### config.mk
export PLATFORM = sky130hd
export DESIGN_NAME = dac_writer
export DESIGN_NICKNAME = d
export VERILOG_FILES = /design/src/rtl/dac_pkg.sv /design/src/rtl/sclk_divider.sv /design/src/rtl/dac_writer.sv
export SDC_FILE = /design/constraint.sdc
export NUM_CORES = 1
export LEC_CHECK = 0
export CORE_MARGIN = 2
export CORE_UTILIZATION = 47
export CTS_CLUSTER_DIAMETER = 30
export DETAILED_ROUTE_END_ITERATION = 16
export GPL_TIMING_DRIVEN = 1
export PLACE_DENSITY = 0.75
export SYNTH_ARGS = -nofsm -noshare
export SYNTH_HDL_FRONTEND = slang
export SYNTH_SLANG_ARGS = --single-unit
### constraint.sdc
create_clock -name clk -period 2.44 [get_ports clk]
set_clock_uncertainty 0.05 [all_clocks]
set_input_delay 0.488 -clock clk [delete_from_list [all_inputs] [get_ports clk]]
set_output_delay 0.488 -clock clk [all_outputs]
set_load 0.005 [all_outputs]
### src/rtl/dac_pkg.sv
// Shared definitions for the DAC serial writer.
//   state_t      : frame sequencing states
//   DEF_CLK_DIV  : default clk cycles per sclk half-period
//   DEF_CS_GAP   : default minimum cs_n-high cycles between frames
//   frame_w()    : total serial frame width (command + sample)
//   cnt_w()      : width of a counter that spans 0..n-1, never narrower than 1 bit
package dac_pkg;

  typedef enum logic [2:0] {
    IDLE,
    LEAD,
    SHIFT,
    TRAIL,
    GAP
  } state_t;

  localparam int DEF_CLK_DIV = 4;
  localparam int DEF_CS_GAP  = 2;

  function automatic int frame_w(input int cmd_w, input int data_w);
    return cmd_w + data_w;
  endfunction

  function automatic int cnt_w(input int n);
    return (n <= 2) ? 1 : $clog2(n);
  endfunction

endpackage

### src/rtl/sclk_divider.sv
// Half-period counter for the serial clock.
// While en is high sclk starts high and toggles every CLK_DIV clk cycles;
// while en is low the counter is held cleared and sclk is low.
// Ports:
//   clk        in   system clock
//   rst_n      in   synchronous active-low reset
//   en         in   run the divider (asserted only while shifting)
//   sclk       out  serial clock level
//   fall       out  last cycle of a high half (sclk falls next cycle)
//   period_end out  last cycle of a low half (bit period complete)
module sclk_divider
  import dac_pkg::*;
#(
  parameter int CLK_DIV = DEF_CLK_DIV
) (
  input  logic clk,
  input  logic rst_n,
  input  logic en,
  output logic sclk,
  output logic fall,
  output logic period_end
);

  localparam int            CW        = cnt_w(CLK_DIV);
  localparam logic [CW-1:0] HALF_LAST = CW'(CLK_DIV - 1);

  logic [CW-1:0] cnt;
  logic          low_half;
  logic          half_end;

  assign half_end = en && (cnt == HALF_LAST);

  always_ff @(posedge clk) begin
    if (!rst_n || !en) begin
      cnt      <= '0;
      low_half <= 1'b0;
    end else if (half_end) begin
      cnt      <= '0;
      low_half <= ~low_half;
    end else begin
      cnt      <= cnt + CW'(1);
    end
  end

  assign sclk       = en & ~low_half;
  assign fall       = half_end & ~low_half;
  assign period_end = half_end & low_half;

endmodule

### src/rtl/dac_writer.sv
// Transmit side of the converter serial link. Accepts one sample plus a
// command nibble and frames {cmd, data} MSB-first on sclk/cs_n/sdo.
// Frame: LEAD (cs_n low, sclk low) -> SHIFT (FRAME_W bit periods, sclk
// high then low) -> TRAIL (sclk low, last bit held) -> GAP (cs_n high).
// Ports:
//   clk       in   system clock
//   rst_n     in   synchronous active-low reset
//   in_data   in   sample to send
//   in_cmd    in   command bits, sent first
//   in_valid  in   upstream has a word
//   in_ready  out  accepting a word (IDLE and out of reset)
//   sclk      out  serial clock, idles low
//   cs_n      out  frame select, active low
//   sdo       out  serial data, changes as sclk falls
//   busy      out  frame in progress
//   done      out  one-cycle pulse as cs_n returns high
//   ldac_n    out  only with DAC_WRITER_LDAC_EN: low for the GAP cycles of a
//                  completed frame to latch the DAC output
module dac_writer
  import dac_pkg::*;
#(
  parameter int DATA_W  = 12,
  parameter int CMD_W   = 4,
  parameter int CLK_DIV = DEF_CLK_DIV,
  parameter int CS_GAP  = DEF_CS_GAP
) (
  input  logic              clk,
  input  logic              rst_n,
  input  logic [DATA_W-1:0] in_data,
  input  logic [CMD_W-1:0]  in_cmd,
  input  logic              in_valid,
  output logic              in_ready,
  output logic              sclk,
  output logic              cs_n,
  output logic              sdo,
  output logic              busy,
  output logic              done
`ifdef DAC_WRITER_LDAC_EN
  ,
  output logic              ldac_n
`endif
);

  localparam int            FRAME_W   = frame_w(CMD_W, DATA_W);
  localparam int            TW        = cnt_w((CLK_DIV > CS_GAP) ? CLK_DIV : CS_GAP);
  localparam int            BW        = $clog2(FRAME_W + 1);
  localparam logic [TW-1:0] EDGE_LAST = TW'(CLK_DIV - 1);
  localparam logic [TW-1:0] GAP_LAST  = TW'(CS_GAP - 1);
  localparam logic [BW-1:0] BIT_LAST  = BW'(FRAME_W - 1);

  state_t             state;
  state_t             state_nxt;
  logic [TW-1:0]      tmr;
  logic [BW-1:0]      bit_cnt;
  logic [FRAME_W-1:0] frame_sr;
  logic               armed;
  logic               accept;
  logic               fall;
  logic               period_end;

  sclk_divider #(
    .CLK_DIV(CLK_DIV)
  ) u_div (
    .clk       (clk),
    .rst_n     (rst_n),
    .en        (state == SHIFT),
    .sclk      (sclk),
    .fall      (fall),
    .period_end(period_end)
  );

  // armed keeps in_ready low during reset and high from the first cycle after release
  assign accept = (state == IDLE) && armed && in_valid;

  always_ff @(posedge clk) begin
    if (!rst_n) begin
      state   <= IDLE;
      armed   <= 1'b0;
      tmr     <= '0;
      bit_cnt <= '0;
    end else begin
      state <= state_nxt;
      armed <= 1'b1;
      // timer runs only inside the fixed-length phases and restarts on every transition
      if (state_nxt != state || state == IDLE || state == SHIFT) begin
        tmr <= '0;
      end else begin
        tmr <= tmr + TW'(1);
      end
      if (state != SHIFT) begin
        bit_cnt <= '0;
      end else if (period_end && bit_cnt != BIT_LAST) begin
        bit_cnt <= bit_cnt + BW'(1);
      end
    end
  end

  // The last bit is not shifted out so it stays on sdo through TRAIL
  always_ff @(posedge clk) begin
    if (accept) begin
      frame_sr <= {in_cmd, in_data};
    end else if (fall && bit_cnt != BIT_LAST) begin
      frame_sr <= {frame_sr[FRAME_W-2:0], 1'b0};
    end
  end

  always_comb begin
    state_nxt = state;
    cs_n      = 1'b1;
    sdo       = 1'b0;
    busy      = (state != IDLE);
    done      = 1'b0;
    in_ready  = (state == IDLE) && armed;
    case (state)
      IDLE: begin
        if (accept) state_nxt = LEAD;
      end
      LEAD: begin
        cs_n = 1'b0;
        sdo  = frame_sr[FRAME_W-1];
        if (tmr == EDGE_LAST) state_nxt = SHIFT;
      end
      SHIFT: begin
        cs_n = 1'b0;
        sdo  = frame_sr[FRAME_W-1];
        if (period_end && bit_cnt == BIT_LAST) state_nxt = TRAIL;
      end
      TRAIL: begin
        cs_n = 1'b0;
        sdo  = frame_sr[FRAME_W-1];
        if (tmr == EDGE_LAST) state_nxt = GAP;
      end
      GAP: begin
        done = (tmr == '0);
        if (tmr == GAP_LAST) state_nxt = IDLE;
      end
      default: state_nxt = IDLE;
    endcase
  end

`ifdef DAC_WRITER_LDAC_EN
  // GAP is only reachable through a completed frame, so aborts never pulse ldac_n
  assign ldac_n = (state != GAP);
`endif

endmodule

==> impl_metrics.toml <==
[floorplanning]
ios = 25
initial_core_util_pct = 48.7
fp.dieH_um = 59.8
coreArea_um2 = 3000
dieWidth_um = 59.8
die_area_um2 = 3570
core.rowCount = 20

[worst_setup_path]
rrSetupSlack_ns = 0.52
path_cells = "nor3_4 > and2_1 > clkdlybuf4s50_1"
critPathMaxFanout = 12
rr_worst_depth = 6
required_ns = 1.90
end_kind = "output port"
reg2reg_to = "bit_cnt[3]"
crit_path_max_incr_delay_ns = 0.50
cp-start-kind = "register"
worstSetupStartpoint = "state[2]"
reg2reg_from = "bit_cnt[0]"
slowest_stage = "clkdlybuf4s50_1"
critPathKind = "reg -> out"
cp.arrival_ns = 1.74

[power]
pwr_density_cell_nw_per_um2 = 530
p_total_uw = 943
irDropWorstVdd_mv = 0.290
power_leakage_uw = 0.000668

[clocking]
path_clk_slew_ns = 0.10
post_cts_buffers = 0
clk_latency_ns = 0.33
h-tree-depth = 2
cts_made_buffers = 5
clkSinkCount = 30
cts_tree = "yes"
cts_root_buf = "clkbuf_4"
clockBufferDepth = 2

[sta]
timing.hold.ws_ns = 0.391
max_slew_margin_pct = 74.5
max_freq_mhz = 438
period_minus_slack_ns = 2.28
finalSetupViolations = 0
period_share_pct = 93.5
timing.final.hold_violations = 0
tightest_slew_ns = 0.382
drv_slew = 0
setup_slack_ns = 0.158
rsz0062_at_grt = "false"
final.setup.tns_ns = 0

[finish]
fin_nets = 168
drive_gt1_share_pct = 22.9
stdcell_count = 177
syn2layout_area_growth_pct = 21.8
fillers = 271
antenna_cells_inserted = 0

[global_routing]
antenna_found_initial = 0
grt_max_degree = 18
gr-total-overflow = 0
first_global_vias = 935
grt_pass1_wl_mm = 3.94
grt_usage_pct = 15.5

[yosys]
syn_area_um2 = 1460
post_synth_and_or_nand_nor_area_fraction_pct = 17.6
synth_cells = 114
synth_top_family_by_area = "simple AND/OR/NAND/NOR gates"
synth_xor_area_share_pct = 1.20
synth-seq-cells = 30
synth_warnings = 0
synth_compound_area_share_pct = 5.65
syn-num-nets = 139
synthDistinctLibCells = 34
synthAdderAreaFrac_pct = 5.14
synth.area.mux_share_pct = 14.3
avgSynthCellArea_um2 = 12.8
seq_area_frac_synth_pct = 52.1

[hold_path]
holdPathStages = 1
hold_path_class = "reg -> reg"
holdPathEnd = "u_div.cnt[0]"
worstHoldStart = "u_div.cnt[0]"

[place]
gp_congestion = 0.674
dpl.hpwl_mm = 1.75
dp_slack_ns = 0.383
dp_cells = 169
io_buffers = 24

[outcome]
status = "finished, final reports clean"

[detailed_routing]
vias = 948
wl_mm = 2.44
drt_iter0_drc = 11
vias_per_cell = 5.36
drcViolationCount = 0
ant_nets = 0
drt-wirelength-per-cell_um = 13.8
drt_pass1_iterations = 4

[flow_run]
cap_violations = 0
-- sequential cells by signal, summed over array words and instances (netlist names) --
name            cells
armed               1
bit_cnt             5
frame_sr           16
state               3
tmr                 2
u_div.cnt           2
u_div.low_half      1
-- how the worst max path moves through the flow --
stage	slack, ns	cells past startpoint	end
3_3_place_gp	0.43	4	frame_sr[13]
5_1_grt	0.04	3	in_ready
3_5_place_dp	0.38	4	frame_sr[13]
4_1_cts	0.03	4	sdo
6_report	0.16	3	in_ready
2_1_floorplan	0.27	4	frame_sr[0]
-- metrics by stage --
stage | instance area, µm² | util, %
after floorplan | 1470 | -
after global placement | 1730 | 57.5
after detailed placement | 1730 | 57.5
after CTS | 1780 | 59.3
after global routing | 1780 | 59.3
final | 1780 | 59.3
-- kinds of logic (layout without fill, tap and decap cells) --
group	count (synthesis)	after routing
compound gates	14	14
xor+xnor	2	2
mux	16	16
fa+ha+maj	6	6
simple gates	36	36
flops	30	30
buf+inv	10	40
-- timing repair --
item	in CTS	in global routing
gates resized for setup	0	1
hold buffers	0	0
endpoints found under the setup margin	0	1
hold endpoints to repair	0	0
-- routing by layer --
layer	GRT usage [%]	wire (µm)
met1	17.6	1020
met2	25.6	1220
met3	6.28	141
met4	6.67	53
met5	0	0
-- synth_stat cells, drive strengths merged --
cell,instances,area (µm²)
o31ai,2,15.0
and2,1,6.26
nor3b,4,30.0
a21oi,5,25.0
or3,1,7.51
nor3,2,21.3
or4,1,7.51
and3,3,18.8
mux2i,1,10.0
mux2,15,199
nand2,4,15.0
nor4b,1,8.76
o21a,1,7.51
o21ai,4,20.0
xor2,1,8.76
a311oi,1,8.76
or2,1,6.26
xnor2,1,8.76
nor2,7,26.3
nand2b,2,12.5
inv,6,22.5
and4bb,2,25.0
buf,3,33.8
edfxtp,16,480
a31oi,1,6.26
nand4bb,1,27.5
nand3,5,37.5
ha,6,75.1
nor2b,1,6.26
dfxtp,14,280
clkbuf,1,3.75
-- report_power, final --
part	total [µW]	internal (µW)	switching, µW
combinational	101	67.2	34.1
clock	281	107	175
sequential	560	552	8.22
total	943	726	217
-- cells in the final DEF, fill, tap and decap left out, drive strengths merged, types with 2 or more instances in the layout --
cell type / n
a21oi: 5
and3: 3
and4bb: 2
buf: 2
clkbuf: 5
clkdlybuf4s50: 24
clkinv: 2
dfxtp: 14
edfxtp: 16
ha: 6
inv: 6
mux2: 15
nand2: 4
nand2b: 2
nand3: 5
nor2: 7
nor3: 2
nor3b: 4
o21ai: 4
o31ai: 2
-- layout make-up --
class | instances | area (µm²) | share of cell area [%]
repair buffers | 26 | 255 | 14.3
inverters | 6 | 22.5 | 1.26
clock buffers | 5 | 37.5 | 2.11
clock inverters | 3 | 16.3 | 0.914
flip-flops and latches | 30 | 762 | 42.8
well taps | 33 | 41.3 | 2.32
multi-input cells | 74 | 646 | 36.3
-- critical path: cells and delay by family (launching register included) --
kind	cells	cell delay, ns
buf+inv	1	0.50
flops	1	0.43
simple gates	2	0.48
Power figures use the tool's default switching activity.
